`config.mk`:
```
export PLATFORM = sky130hd
export DESIGN_NAME = wb_port_arbiter
export DESIGN_NICKNAME = d
export VERILOG_FILES = /design/src/rtl/wb_arb_pkg.sv /design/src/rtl/wb_ll_fifo.sv /design/src/rtl/wb_port_arbiter.sv
export SDC_FILE = /design/constraint.sdc
export NUM_CORES = 1
export LEC_CHECK = 0
export CORE_MARGIN = 3
export CORE_UTILIZATION = 38
export CTS_BUF_LIST = sky130_fd_sc_hd__clkbuf_4 sky130_fd_sc_hd__clkbuf_8
export CTS_CLUSTER_DIAMETER = 50
export CTS_CLUSTER_SIZE = 14
export DETAILED_ROUTE_END_ITERATION = 16
export PLACE_DENSITY = 0.66
export SYNTH_ARGS = -nofsm -noshare
export SYNTH_HDL_FRONTEND = slang
export SYNTH_SLANG_ARGS = --single-unit
```
`constraint.sdc`:
```
create_clock -name i_clk -period 3.7 [get_ports i_clk]
set_clock_uncertainty 0.05 [all_clocks]
set_input_delay 0.74 -clock i_clk [delete_from_list [all_inputs] [get_ports i_clk]]
set_output_delay 0.74 -clock i_clk [all_outputs]
set_load 0.02 [all_outputs]
```
`src/rtl/wb_arb_pkg.sv`:
```
// Shared types and default widths for the write-back port arbiter and its
// long-latency result buffer.
package wb_arb_pkg;

  localparam int DEFAULT_XLEN      = 64;
  localparam int DEFAULT_REG_IDX_W = 5;

  typedef enum logic {
    PIPE  = 1'b0,
    DRAIN = 1'b1
  } wb_arb_state_t;

  typedef struct packed {
    logic [DEFAULT_REG_IDX_W-1:0] rd;
    logic [DEFAULT_XLEN-1:0]      data;
  } wb_req_t;

endpackage

```
`src/rtl/wb_ll_fifo.sv`:
```
// In-order buffer for long-latency results. Power-of-two depth; head holds the
// oldest entry and is meaningful whenever empty is low.
module wb_ll_fifo #(
  parameter int WIDTH = 69,
  parameter int DEPTH = 2,
  parameter int CNT_W = $clog2(DEPTH + 1)
) (
  input  logic             clk,
  input  logic             rst_n,
  input  logic             push,
  input  logic [WIDTH-1:0] din,
  input  logic             pop,
  output logic             full,
  output logic             empty,
  output logic [CNT_W-1:0] count,
  output logic [WIDTH-1:0] head
);

  localparam int PTR_W = (DEPTH > 1) ? $clog2(DEPTH) : 1;

  logic [WIDTH-1:0] mem_r [DEPTH];
  logic [PTR_W-1:0] wr_ptr_r;
  logic [PTR_W-1:0] rd_ptr_r;
  logic [CNT_W-1:0] count_r;
  logic             do_push_s;
  logic             do_pop_s;

  // Guard against overflow/underflow even if the caller misbehaves
  always_comb begin
    do_push_s = push && (count_r != CNT_W'(DEPTH));
    do_pop_s  = pop && (count_r != {CNT_W{1'b0}});
  end

  // Pointer and occupancy tracking; pointers wrap naturally at power-of-two depth
  always_ff @(posedge clk or negedge rst_n) begin
    if (!rst_n) begin
      wr_ptr_r <= {PTR_W{1'b0}};
      rd_ptr_r <= {PTR_W{1'b0}};
      count_r  <= {CNT_W{1'b0}};
    end else begin
      if (do_push_s) begin
        wr_ptr_r <= wr_ptr_r + PTR_W'(1);
      end
      if (do_pop_s) begin
        rd_ptr_r <= rd_ptr_r + PTR_W'(1);
      end
      count_r <= count_r + CNT_W'(do_push_s) - CNT_W'(do_pop_s);
    end
  end

  // Entry storage; stale contents are unreachable once the pointers reset
  always_ff @(posedge clk) begin
    if (do_push_s) begin
      mem_r[wr_ptr_r] <= din;
    end
  end

  assign full  = (count_r == CNT_W'(DEPTH));
  assign empty = (count_r == {CNT_W{1'b0}});
  assign count = count_r;
  assign head  = mem_r[rd_ptr_r];

endmodule

```
`src/rtl/wb_port_arbiter.sv`:
```
// Shares the single rd write port between in-order write-back (priority) and
// buffered long-latency results, stalling the pipeline only to force a drain.
module wb_port_arbiter
  import wb_arb_pkg::*;
#(
  parameter int XLEN         = DEFAULT_XLEN,
  parameter int REG_IDX_W    = DEFAULT_REG_IDX_W,
  parameter int LL_DEPTH     = 2,
  parameter int STARVE_LIMIT = 8
) (
  input  logic                 i_clk,
  input  logic                 i_rst_n,
  input  logic                 i_pipe_we,
  input  logic [REG_IDX_W-1:0] i_pipe_rd,
  input  logic [XLEN-1:0]      i_pipe_data,
  input  logic                 i_ll_valid,
  output logic                 o_ll_ready,
  input  logic [REG_IDX_W-1:0] i_ll_rd,
  input  logic [XLEN-1:0]      i_ll_data,
  output logic                 o_rd_we,
  output logic [REG_IDX_W-1:0] o_rd_index,
  output logic [XLEN-1:0]      o_rd_data,
  output logic                 o_stall,
  output logic                 o_ll_pending
);

  localparam int CNT_W   = $clog2(LL_DEPTH + 1);
  localparam int AGE_W   = $clog2(STARVE_LIMIT + 1);
  localparam int ENTRY_W = REG_IDX_W + XLEN;

  wb_arb_state_t        state_r;
  wb_arb_state_t        state_nxt_s;
  logic [AGE_W-1:0]     age_r;
  logic [AGE_W-1:0]     age_nxt_s;
  logic [CNT_W-1:0]     count_s;
  logic [CNT_W-1:0]     count_nxt_s;
  logic                 full_s;
  logic                 empty_s;
  logic                 push_s;
  logic                 pop_s;
  logic                 serve_pipe_s;
  logic [ENTRY_W-1:0]   push_entry_s;
  logic [ENTRY_W-1:0]   head_s;
  logic [REG_IDX_W-1:0] head_rd_s;
  logic [XLEN-1:0]      head_data_s;
  logic                 wr_en_s;
  logic [REG_IDX_W-1:0] wr_index_s;
  logic [XLEN-1:0]      wr_data_s;
  logic                 rd_we_r;
  logic [REG_IDX_W-1:0] rd_index_r;
  logic [XLEN-1:0]      rd_data_r;

  assign push_entry_s = {i_ll_rd, i_ll_data};
  assign head_rd_s    = head_s[ENTRY_W-1 -: REG_IDX_W];
  assign head_data_s  = head_s[XLEN-1:0];
  assign push_s       = i_ll_valid && !full_s;

  wb_ll_fifo #(
    .WIDTH (ENTRY_W),
    .DEPTH (LL_DEPTH),
    .CNT_W (CNT_W)
  ) u_ll_fifo (
    .clk   (i_clk),
    .rst_n (i_rst_n),
    .push  (push_s),
    .din   (push_entry_s),
    .pop   (pop_s),
    .full  (full_s),
    .empty (empty_s),
    .count (count_s),
    .head  (head_s)
  );

  // Port winner: live x0-free write-back in PIPE, otherwise the buffer head
  always_comb begin
    serve_pipe_s = (state_r == PIPE) && i_pipe_we && (i_pipe_rd != {REG_IDX_W{1'b0}});
    pop_s        = !serve_pipe_s && !empty_s;
    wr_en_s      = 1'b0;
    wr_index_s   = rd_index_r;
    wr_data_s    = rd_data_r;
    if (serve_pipe_s) begin
      wr_en_s    = 1'b1;
      wr_index_s = i_pipe_rd;
      wr_data_s  = i_pipe_data;
    end else if (pop_s && (head_rd_s != {REG_IDX_W{1'b0}})) begin
      wr_en_s    = 1'b1;
      wr_index_s = head_rd_s;
      wr_data_s  = head_data_s;
    end else begin
      wr_en_s    = 1'b0;
    end
  end

  // Head age and drain decisions, judged on end-of-cycle occupancy
  always_comb begin
    count_nxt_s = count_s + CNT_W'(push_s) - CNT_W'(pop_s);
    state_nxt_s = state_r;
    if (pop_s || empty_s) begin
      age_nxt_s = {AGE_W{1'b0}};
    end else if (age_r != AGE_W'(STARVE_LIMIT)) begin
      age_nxt_s = age_r + AGE_W'(1);
    end else begin
      age_nxt_s = age_r;
    end
    case (state_r)
      PIPE: begin
        if ((count_nxt_s == CNT_W'(LL_DEPTH)) || (age_nxt_s == AGE_W'(STARVE_LIMIT))) begin
          state_nxt_s = DRAIN;
        end else begin
          state_nxt_s = PIPE;
        end
      end
      DRAIN: begin
        if (count_nxt_s == {CNT_W{1'b0}}) begin
          state_nxt_s = PIPE;
        end else begin
          state_nxt_s = DRAIN;
        end
      end
      default: state_nxt_s = PIPE;
    endcase
  end

  // FSM state and head age registers
  always_ff @(posedge i_clk or negedge i_rst_n) begin
    if (!i_rst_n) begin
      state_r <= PIPE;
      age_r   <= {AGE_W{1'b0}};
    end else begin
      state_r <= state_nxt_s;
      age_r   <= age_nxt_s;
    end
  end

  // Registered write port; index/data hold when no write is issued
  always_ff @(posedge i_clk or negedge i_rst_n) begin
    if (!i_rst_n) begin
      rd_we_r    <= 1'b0;
      rd_index_r <= {REG_IDX_W{1'b0}};
      rd_data_r  <= {XLEN{1'b0}};
    end else begin
      rd_we_r    <= wr_en_s;
      rd_index_r <= wr_index_s;
      rd_data_r  <= wr_data_s;
    end
  end

  assign o_rd_we      = rd_we_r;
  assign o_rd_index   = rd_index_r;
  assign o_rd_data    = rd_data_r;
  assign o_stall      = (state_r == DRAIN);
  assign o_ll_pending = !empty_s;
  assign o_ll_ready   = !full_s;

endmodule
```
==> results.py <==
metrics = {
    "synthesis": {
        "yosysSeqAreaShare": 0.666,
        "async_flop_share": 0.364,
        "ys.flop_type": "edfxtp_1",
        "syn_inst": 502,
        "yosys_warnings": 0,
        "synth_area_um2": 9200,
        "synth_cell_types": 35,
        "syn_nets": 649,
        "synth_edf_count": 138,
        "synth.avg_cell_area_um2": 18.3,
        "yosys_register_bits": 217,
    },
    "timing": {
        "min_period_ns": 2.86,
        "period_share": 0.773,
        "worst_pin_slew_ns": 1.09,
        "clock.fmax_ghz": 0.349,
        "setup_viol": 0,
        "rsz0062_at_grt": "false",
        "whs_ns": 0.364,
        "hold_viol_final": 0,
        "worst_slew_margin_rel": 0.274,
        "fin_tns_setup_ns": 0,
        "final_max_slew_viol_count": 0,
    },
    "worst_setup_path": {
        "cp-start-kind": "flop",
        "cp.required_ns": 2.91,
        "cp.arrival_ns": 2.07,
        "end_kind": "primary output",
        "cpMaxStageDelayCell": "clkdlybuf4s50_1",
        "setup.worst_path.class": "reg2out",
        "critPathBufInv": 2,
        "crit_fanout": 4,
        "crit_family": "buffers and inverters",
        "cp_cell_sequence": "nor2_1 > inv_1 > clkdlybuf4s50_1",
        "cpPeakStageDelay_ns": 0.57,
    },
    "place": {
        "post-dp-hpwl_mm": 13.4,
        "numPortBuffers": 214,
        "placed_area_um2": 11700,
        "gp_congestion": 0.775,
    },
    "power_and_ir_drop": {
        "switching_share": 0.323,
        "leakage_uw": 0.00468,
        "comb_power_share": 0.439,
        "p_int_uw": 6650,
        "ir_drop_mv": 0.457,
        "pwr-share-seq": 0.397,
        "power_frac_clock": 0.165,
        "finalPower_uw": 9820,
        "power.density_nw_per_um2": 805,
        "p_sw_uw": 3170,
    },
    "route": {
        "wl_met1_mm": 8.17,
        "drc": 0,
        "ant_nets": 0,
        "met2_length_mm": 9.39,
        "wl_per_cell_um": 18.7,
        "viasPerCell": 4.76,
        "totalWireLength_mm": 20.0,
        "routed.top_layer": "met5",
        "vias": 5070,
        "dr.pass1.iters": 4,
        "wl_met3_mm": 1.87,
        "detail_route.iter0.violations": 183,
    },
    "clock_network": {
        "ctsHoldBuffers": 0,
        "cts_sinks": 217,
        "clk_pin_slew_ns": 0.08,
        "clk_path_buf_depth": 3,
        "cts_tree": "done",
        "insertion_delay_ns": 0.52,
        "htreeDepth": 1,
        "cts_root_buf": "clkbuf_8",
        "post_cts_resized": 0,
        "postCtsSetupBuffers": 0,
        "numCtsBuffers": 24,
    },
    "final_layout": {
        "fin_nets": 875,
        "syn_to_final_growth_pct": 32.7,
        "drive_gt1_frac": 0.339,
        "nFillCells": 1997,
        "fin_area_um2": 12200,
        "finish.utilization": 0.517,
    },
    "floorplanning": {
        "initial_utilization": 0.389,
        "fp-row-count": 56,
        "die_width_um": 162,
        "ios": 215,
        "core_area_um2": 23600,
        "die_y_um": 162,
        "dieArea_um2": 26100,
    },
    "global_route": {
        "grt_antenna_before_repair": 3,
        "grt_pass1_wl_mm": 31.4,
        "first_global_vias": 5832,
        "gr-total-overflow": 0,
        "grt_usage": 0.152,
        "grt_max_degree": 80,
    },
    "outcome": {
        "status": "finished clean",
    },
    "job": {
        "maxCapViolCount": 0,
    },
    "hold_path": {
        "worstHoldPathType": "in2async",
    },
}
## final cells by class
cell class | count | area [um2] | share of cell area
tap | 319 | 399 | 0.0327
clock buffer | 31 | 395 | 0.0324
inverter | 7 | 26.3 | 0.00215
clock inverter | 13 | 103 | 0.00841
antenna | 1 | 2.50 | 0.000205
multi-input combinational | 256 | 2910 | 0.239
timing repair buffer | 222 | 2240 | 0.183
sequential | 217 | 6120 | 0.502
## sequential cells by signal, summed over array words and instances (netlist names)
name and flops:
u_ll_fifo.mem_r 138, o_rd_data 64, o_rd_index 5, age_r 4
u_ll_fifo.count 2, o_rd_we 1, o_stall 1, u_ll_fifo.rd_ptr_r 1
u_ll_fifo.wr_ptr_r 1
## logic make-up after synthesis
kind of cell               after synthesis  share of synthesized area
AOI/OAI and AO/OA                       11                    0.00884
xor gates and xnor gates                 7                    0.00667
adders and majority gates                5                    0.00680
buffers and inverters                   29                     0.0200
DFF                                    217                      0.666
muxes                                  204                      0.276
and+or+nand+nor                         29                     0.0163
## Yosys cell counts (2+ instances only)
cell	n	area share
dfrtp_1	79	0.21
clkbuf_1	7	0.0029
o31ai_1	2	0.0016
buf_2	3	0.0016
inv_1	7	0.0029
nor2_1	6	0.0024
ha_1	5	0.0068
xnor2_1	5	0.0048
mux2_1	4	0.0049
mux2_4	65	0.11
o21ai_0	4	0.0022
nand2_1	10	0.0041
buf_6	8	0.0098
mux2_2	130	0.16
edfxtp_1	138	0.45
mux2i_1	5	0.0054
nor3b_1	2	0.0016
xor2_1	2	0.0019
buf_4	3	0.0024
and3_1	2	0.0014
## cells in the final DEF, fill, tap and decap left out, drive strengths merged, types with 2 or more instances in the layout
master	instances
o31ai	2
mux2i	5
clkinvlp	4
nand2	10
dfrtp	79
ha	5
clkbuf	31
clkinv	6
edfxtp	138
and3	2
xor2	2
mux2	199
buf	9
o21ai	6
inv	10
clkdlybuf4s50	213
nor2	6
xnor2	5
nor3b	2
## through the flow
step / std cells / setup slack [ns]
floorplan: 502 / 0.592
finish: 1066 / 0.839
global placement: 1021 / 0.583
CTS: 1065 / 0.753
detailed placement: 1021 / 0.531
global route: 1066 / 0.700
## final timing paths
kind / from / depth (start not counted) / endpoint / slack [ns]
max: u_ll_fifo.count[1]$_DFF_PN0_ / 3 / o_ll_pending / 0.84
min: i_rst_n / 1 / o_rd_data[25]$_DFFE_PN0P_ / 0.36
max reg2reg: u_ll_fifo.rd_ptr_r$_DFFE_PN0P_ / 4 / o_rd_data[4]$_DFFE_PN0P_ / 1.22
min reg2reg: o_rd_data[53]$_DFFE_PN0P_ / 1 / o_rd_data[53]$_DFFE_PN0P_ / 0.44
max in group asynchronous: i_rst_n / 1 / u_ll_fifo.rd_ptr_r$_DFFE_PN0P_ / 2.44
min in group i_clk: o_rd_data[53]$_DFFE_PN0P_ / 1 / o_rd_data[53]$_DFFE_PN0P_ / 0.44
## power groups by stage
stage	Clock [uW]	Combinational (uW)	Sequential, uW
2_1_floorplan	0	2470	4280
3_3_place_gp	0	4280	3920
3_5_place_dp	0	4370	3940
4_1_cts	1690	4380	3910
5_1_grt	1790	4580	4000
6_report	1620	4310	3890
## per-layer routing
metal | global-route usage | vias to the layer above
met1 | 0.186 | 2506
met4 | 0.0469 | 4
li1 | - | 2340
met5 | 0 | -
met2 | 0.252 | 178
met3 | 0.0562 | 42
Note: power is estimated with default switching activity, not from simulation.
